==> src/rtl/aux_int_request_gen.sv <==
// Push-button conditioning: 2-flop sync, optional debounce, rising-edge detect, sticky req/ack/lost.
// Build option: define AUX_INT_DEBOUNCE_EN to enable the debounce counters (otherwise level follows sync).
module aux_int_request_gen #(
  parameter int unsigned NumIn       = 4,
  parameter int unsigned DebounceCnt = 1_000_000,
  parameter int unsigned CntBit      = 20,
  parameter bit          ActiveLow   = 1'b0
) (
  input  logic             clk,
  input  logic             rst_n,
  input  logic [NumIn-1:0] btn_raw,
  input  logic [NumIn-1:0] ack,
  input  logic             lost_clr,
  output logic [NumIn-1:0] req,
  output logic [NumIn-1:0] level,
  output logic [NumIn-1:0] lost
);

  if (DebounceCnt < 2 || (64'd1 << CntBit) <= 64'(DebounceCnt)) begin : g_bad_cfg
    $error("aux_int_request_gen: DebounceCnt must be >= 2 and fit in CntBit bits");
  end

  logic [NumIn-1:0] pin_s;
  logic [NumIn-1:0] s1_q, s2_q;
  logic [NumIn-1:0] stable_q, stable_d;
  logic [NumIn-1:0] rise_q, rise_d;
  logic [NumIn-1:0] req_q, req_d;
  logic [NumIn-1:0] lost_q, lost_d;

  assign pin_s = btn_raw ^ {NumIn{ActiveLow}};

`ifdef AUX_INT_DEBOUNCE_EN
  typedef enum logic {ST_IDLE = 1'b0, ST_CNT = 1'b1} db_state_e;

  localparam logic [CntBit-1:0] CntOne  = {{(CntBit-1){1'b0}}, 1'b1};
  localparam logic [CntBit-1:0] CntLast = CntBit'(DebounceCnt - 1);

  db_state_e         state_q [NumIn];
  db_state_e         state_d [NumIn];
  logic [CntBit-1:0] cnt_q   [NumIn];
  logic [CntBit-1:0] cnt_d   [NumIn];

  // Debounce next-state: a level change is accepted only after DebounceCnt stable cycles.
  always_comb begin
    stable_d = stable_q;
    for (int i = 0; i < NumIn; i++) begin
      state_d[i] = state_q[i];
      cnt_d[i]   = cnt_q[i];
      case (state_q[i])
        ST_IDLE: begin
          if (s2_q[i] != stable_q[i]) begin
            cnt_d[i]   = CntOne;
            state_d[i] = ST_CNT;
          end else begin
            cnt_d[i]   = '0;
          end
        end
        ST_CNT: begin
          if (s2_q[i] == stable_q[i]) begin
            cnt_d[i]   = '0;
            state_d[i] = ST_IDLE;
          end else if (cnt_q[i] == CntLast) begin
            stable_d[i] = s2_q[i];
            cnt_d[i]    = '0;
            state_d[i]  = ST_IDLE;
          end else begin
            cnt_d[i]    = cnt_q[i] + CntOne;
          end
        end
        default: begin
          cnt_d[i]   = '0;
          state_d[i] = ST_IDLE;
        end
      endcase
    end
  end

  // Debounce state and counter registers.
  always_ff @(posedge clk or negedge rst_n) begin
    if (!rst_n) begin
      for (int i = 0; i < NumIn; i++) begin
        state_q[i] <= ST_IDLE;
        cnt_q[i]   <= '0;
      end
    end else begin
      for (int i = 0; i < NumIn; i++) begin
        state_q[i] <= state_d[i];
        cnt_q[i]   <= cnt_d[i];
      end
    end
  end
`else
  // Without debounce the synchronized level is accepted every cycle.
  always_comb begin
    stable_d = s2_q;
  end
`endif

  // Edge detect and request bookkeeping; a new press always wins over a concurrent ack.
  always_comb begin
    rise_d = stable_d & ~stable_q;
    req_d  = rise_q | (req_q & ~ack);
    lost_d = (rise_q & req_q & ~ack) | (lost_q & ~{NumIn{lost_clr}});
  end

  // Synchronizer, level, edge and request registers.
  always_ff @(posedge clk or negedge rst_n) begin
    if (!rst_n) begin
      s1_q     <= '0;
      s2_q     <= '0;
      stable_q <= '0;
      rise_q   <= '0;
      req_q    <= '0;
      lost_q   <= '0;
    end else begin
      s1_q     <= pin_s;
      s2_q     <= s1_q;
      stable_q <= stable_d;
      rise_q   <= rise_d;
      req_q    <= req_d;
      lost_q   <= lost_d;
    end
  end

  assign req   = req_q;
  assign level = stable_q;
  assign lost  = lost_q;

endmodule

==> config.mk <==
export PLATFORM = sky130hd
export DESIGN_NAME = aux_int_request_gen
export DESIGN_NICKNAME = d
export VERILOG_FILES = /design/src/rtl/aux_int_request_gen.sv
export SDC_FILE = /design/constraint.sdc
export NUM_CORES = 1
export LEC_CHECK = 0
export BUFFER_PORTS_ARGS = -buffer_cell sky130_fd_sc_hd__buf_2
export CAP_MARGIN = 20
export CORE_MARGIN = 4
export CORE_UTILIZATION = 46
export DETAILED_ROUTE_END_ITERATION = 16
export PLACE_DENSITY = 0.73
export SLEW_MARGIN = 20
export SYNTH_ARGS = -nofsm -noshare
export SYNTH_HDL_FRONTEND = slang
export SYNTH_SLANG_ARGS = --single-unit
==> constraint.sdc <==
create_clock -name clk -period 0.8 [get_ports clk]
set_input_delay 0.08 -clock clk [delete_from_list [all_inputs] [get_ports clk]]
set_output_delay 0.08 -clock clk [all_outputs]
set_load 0.05 [all_outputs]
# After elaboration in Yosys (flattened, before gate mapping)
# Index checks and enable logic that the tools add are counted.
[classes]
bitwise_logic = 10
[op_table]
columns = ["cell", "count"]
rows = [
  ["AND 4 bit", 5],
  ["inverter 4 bit", 3],
  ["bitwise OR 4 bit", 2],
]
[totals]
register_bits = 24
in_bits = 11

# Depth between registers and ports, before layout
[depth]
depth_word = 3
mapped_depth = 2

# Worst setup path before layout
# Ideal clock, no wire load.
[synth_timing]
path_kind = "register -> register"
startpoint = "register req_q[3], in the netlist req[3]"
endpoint = "register lost_q[3], in the netlist lost[3]"
setup_ns = 0.122
t_arrival_ns = 0.863
t_required_ns = 0.678
path_slack_ns = -0.184
stages_incl_launch_ff = 2
path_buffers = 0
synth_period_minus_slack_ns = 0.984
cell_sequence = "dfrtp_1 -> a32o_1"
[synth_between]
elab_chain_cells = 3
[synth_lines]
columns = ["item", "line_no", "rtl"]
rows = [
  ["start: declaration", "27", "logic [NumIn-1:0] req_q, req_d;"],
  ["start signal: assignment", "120", "req_q <= req_d;"],
  ["AND 4 bit (2 in series)", "103", "lost_d = (rise_q & req_q & ~ack) | (lost_q & ~{NumIn{lost_clr}});"],
  ["bitwise OR 4 bit", "103", ""],
  ["via lost_d[3]", "28", "logic [NumIn-1:0] lost_q, lost_d;"],
  ["end signal: assignment", "121", "lost_q <= lost_d;"],
  ["end: declaration", "28", ""],
]
# The timed path passes the listed nets, and every way through them passes these cells.

# Worst setup path after layout
[layout_timing]
startpoint = "register stable_q[1], in the netlist level[1]"
endpoint = "output port level[1]"
[layout_lines]
columns = ["item", "line_no", "rtl"]
rows = [
  ["start: declaration", "25", "logic [NumIn-1:0] stable_q, stable_d;"],
  ["start signal: assignment", "118", "stable_q <= stable_d;"],
  ["end: declaration", "15", "output logic [NumIn-1:0] level,"],
]
# No word-level cell between the ends.

==> metrics.md <==
| Metric | Value |
|---|---|
| First-pass DRT Iterations | `3` |
| WP data arrival | `0.89 ns` |
| Switching power | `580 µW` |
| Initial core utilization | `51.9%` |
| Synth top area cells | `dfrtp_1 (84%), a32o_1 (5.6%), a21o_2 (3.7%), nor2b_1 (3.5%), inv_1 (2.6%)` |
| DPL Wire Length | `789 µm` |
| Gpl congestion | `0.650` |
| Crit-path cells | `buf_6` |
| DR vias/cell | `4.91` |
| Max Freq | `1030 MHz` |
| Yosys warnings | `0` |
| Combinational share of power | `18.9%` |
| Clock Skews | `0.00471 ns` |
| Worst Path Buf+Inv | `1` |
| Total grt overflow | `0` |
| Clock network fraction of total power | `21.5%` |
| Ys async rst share | `100%` |
| CP top delay family | `flip-flops` |
| P&R area growth vs syn | `54.9%` |
| Most common cell in the netlist | `dfrtp_1` |
| Drt total wl | `1290 µm` |
| P_leak | `0.557 nW` |
| Slew Limit Fails | `0` |
| Initial DRC count | `4` |
| Critical path startpoint category | `register` |
| Final Power | `2.24 mW` |
| Finish-stage setup viols | `19` |
| Hold Path Class | `input port to register` |
| Max Cap Viol | `0` |
| Peak supply drop | `0.00128 V` |
| Status | `complete, but fails checks` |
| Critical Path Source | `level[1]` |
| Endpoints failing hold | `0` |
| RSZ-0062 raised after global routing | `yes` |
| Max incr delay on CP | `0.44 ns` |
| Crit Path Category | `register to output pin` |
| Pre-CTS setup slack | `0.0571 ns` |
| Maximum clock insertion buffer count | `2` |
| Initial antenna violation count | `0` |
| Routed length per instance | `13.6 µm` |
| CTS tree | `yes` |
| Compound-cell area share of the yosys netlist | `10.3%` |
| Worst R2R Setup Slack | `-0.08 ns` |
| Worst hold path startpoint | `ack[1]` |
| WP depth | `1` |
| Register bit total from synthesis | `24` |
| Violated checks | `negative setup slack` |
| Syn Area/Cell | `17.5 µm²` |
| Worst EP required | `0.72 ns` |
| Most common library cells after synthesis | `dfrtp_1 (24), inv_1 (5), a32o_1 (4), nor2b_1 (4), a21o_2 (3)` |
| Syn Inst Count | `41` |
| CTS root buf | `clkbuf_4` |
| Vias in the first global route | `506` |
| Register area share after synthesis | `83.6%` |
| R2r worst-path depth | `2` |
| Vias | `466` |
| Nature of the critical path endpoint | `output pin` |
| Yosys top cell area share | `83.6%` |
| Commonest register cell after synthesis | `dfrtp_1` |
| Internal | `1.66 mW` |
| Reg-to-Reg End | `lost[3]` |
| CTS Sinks | `24` |
| H-tree depth | `1` |
| Reg power frac | `59.6%` |
| Largest family of logic cells by synthesized area | `compound AO/OA/AOI/OAI gates` |
| Simple-gate portion of the synthesized area | `3.48%` |
| Fin nets | `93` |
| Final Cycle Share | `121%` |
| Die height | `47.5 µm` |
| Fin cells | `95` |
| Later-pin clock latency in the skew report | `0.29 ns` |
| Area leader, netlist | `dfrtp_1` |
| Antenna cells | `0` |
| Critical Path Sink | `level[1]` |
| Worst slew pin tran | `0.146 ns` |
| Fin util | `80.5%` |
| I/O pin count | `23` |
| Total GRT Usage | `14.2%` |
| ANT nets after route | `0` |
| Number of synthesized flops with an enable pin | `0` |
| Number of buffers created by CTS | `3` |
| Synth Area in XOR/XNOR | `0%` |
| Core Region | `0.00138 mm²` |
| Post-layout minimum cycle time | `0.966 ns` |
| Multiplexer share of the synthesized area | `0%` |
| Share of layout cells above drive strength 1 | `62.5%` |
| Crit path max fanout | `2` |
| Fraction of the mapped netlist area in adder cells | `0%` |
| Largest net degree at the start of global routing | `25` |
| Clock transition at the registers of the reported paths | `0.12 ns` |
| Global-route wire length before repair | `2190 µm` |
| Die area | `0.00226 mm²` |
| Slew headroom | `90.2%` |
| Slowest-stage cell, CP | `dfrtp_2` |
| Net Sw Frac | `25.9%` |
| Pwr Density | `2010 mW/mm²` |
| Placed Cells | `79` |
| Synthesized net count | `52` |
| Number of I/O port buffers | `22` |
| Setup ws final | `-0.166 ns` |
| # DRC | `0` |
| Cell variety after synth | `6` |
| Mapped Area | `718 µm²` |
| Num rows | `13` |
| Worst R2R Start | `lost[3]` |
| Die width | `47.5 µm` |
layer usage:
metal	GRT usage, %	vias up	routed length [µm]
li1	-	216	-
met1	14.6	233	471
met2	28.3	17	719
met3	2.26	0	103
met4	4.97	0	0
met5	0	-	0
registers in the layout (all words and copies together) (netlist names):
name    flops
s2_q        4
s1_q        4
rise_q      4
req         4
level       4
lost        4
cell type report:
class                      instances  area, µm²
timing repair buffer              36        330
fill                              72        270
tap                               15       18.8
multi-input combinational         12        106
sequential                        24        616
inverter                           5       18.8
clock buffer                       3       22.5
placed cells by master, fill, tap and decap left out, drive strengths merged:
cell type	Yosys	layout
dlygate4sd3	0	5
inv	5	5
dfrtp	24	24
nor2b	4	4
a21o	4	4
buf	0	31
clkbuf	0	3
a32o	4	4
repair_timing:
| action | in CTS | in global routing |
|---|---|---|
| hold endpoints to repair | 28 | 0 |
| resized for setup | 24 | 6 |
| hold buffers | 5 | 0 |
| endpoints found under the setup margin | 12 | 21 |
| buffers inserted | 7 | 2 |
metrics by stage:
stage / area [µm²] / hold slack [ns] / setup TNS [ns]
2_1_floorplan: 733 / -0.216 / -0.360
3_3_place_gp: 882 / 0.0232 / 0
3_5_place_dp: 882 / 0.0291 / 0
4_1_cts: 1080 / 0.0691 / -2.34
5_1_grt: 1110 / 0.0907 / -2.82
6_report: 1110 / 0.0830 / -2.24
power by group through the flow:
stage / Combinational [mW] / Clock (mW) / Sequential (mW)
after floorplan: 0.0412 / 0 / 1.49
after global placement: 0.289 / 0 / 1.34
after detailed placement: 0.294 / 0 / 1.35
after CTS: 0.405 / 0.505 / 1.33
after global routing: 0.450 / 0.539 / 1.35
final: 0.422 / 0.482 / 1.33
kinds of logic after synthesis:
kind of cell    count (synthesis)
compound gates                  8
flops                          24
simple gates                    4
buf+inv                         5
how the worst min path moves through the flow:
stage	endpoint	slack [ns]	depth (start not counted)
after floorplan	level[0]	-0.22	0
after global placement	s1_q[0]	0.02	2
after detailed placement	s1_q[0]	0.03	2
after CTS	req[3]	0.07	3
after global routing	req[1]	0.09	3
final	req[1]	0.08	3
(Power assumes the default switching activity.)
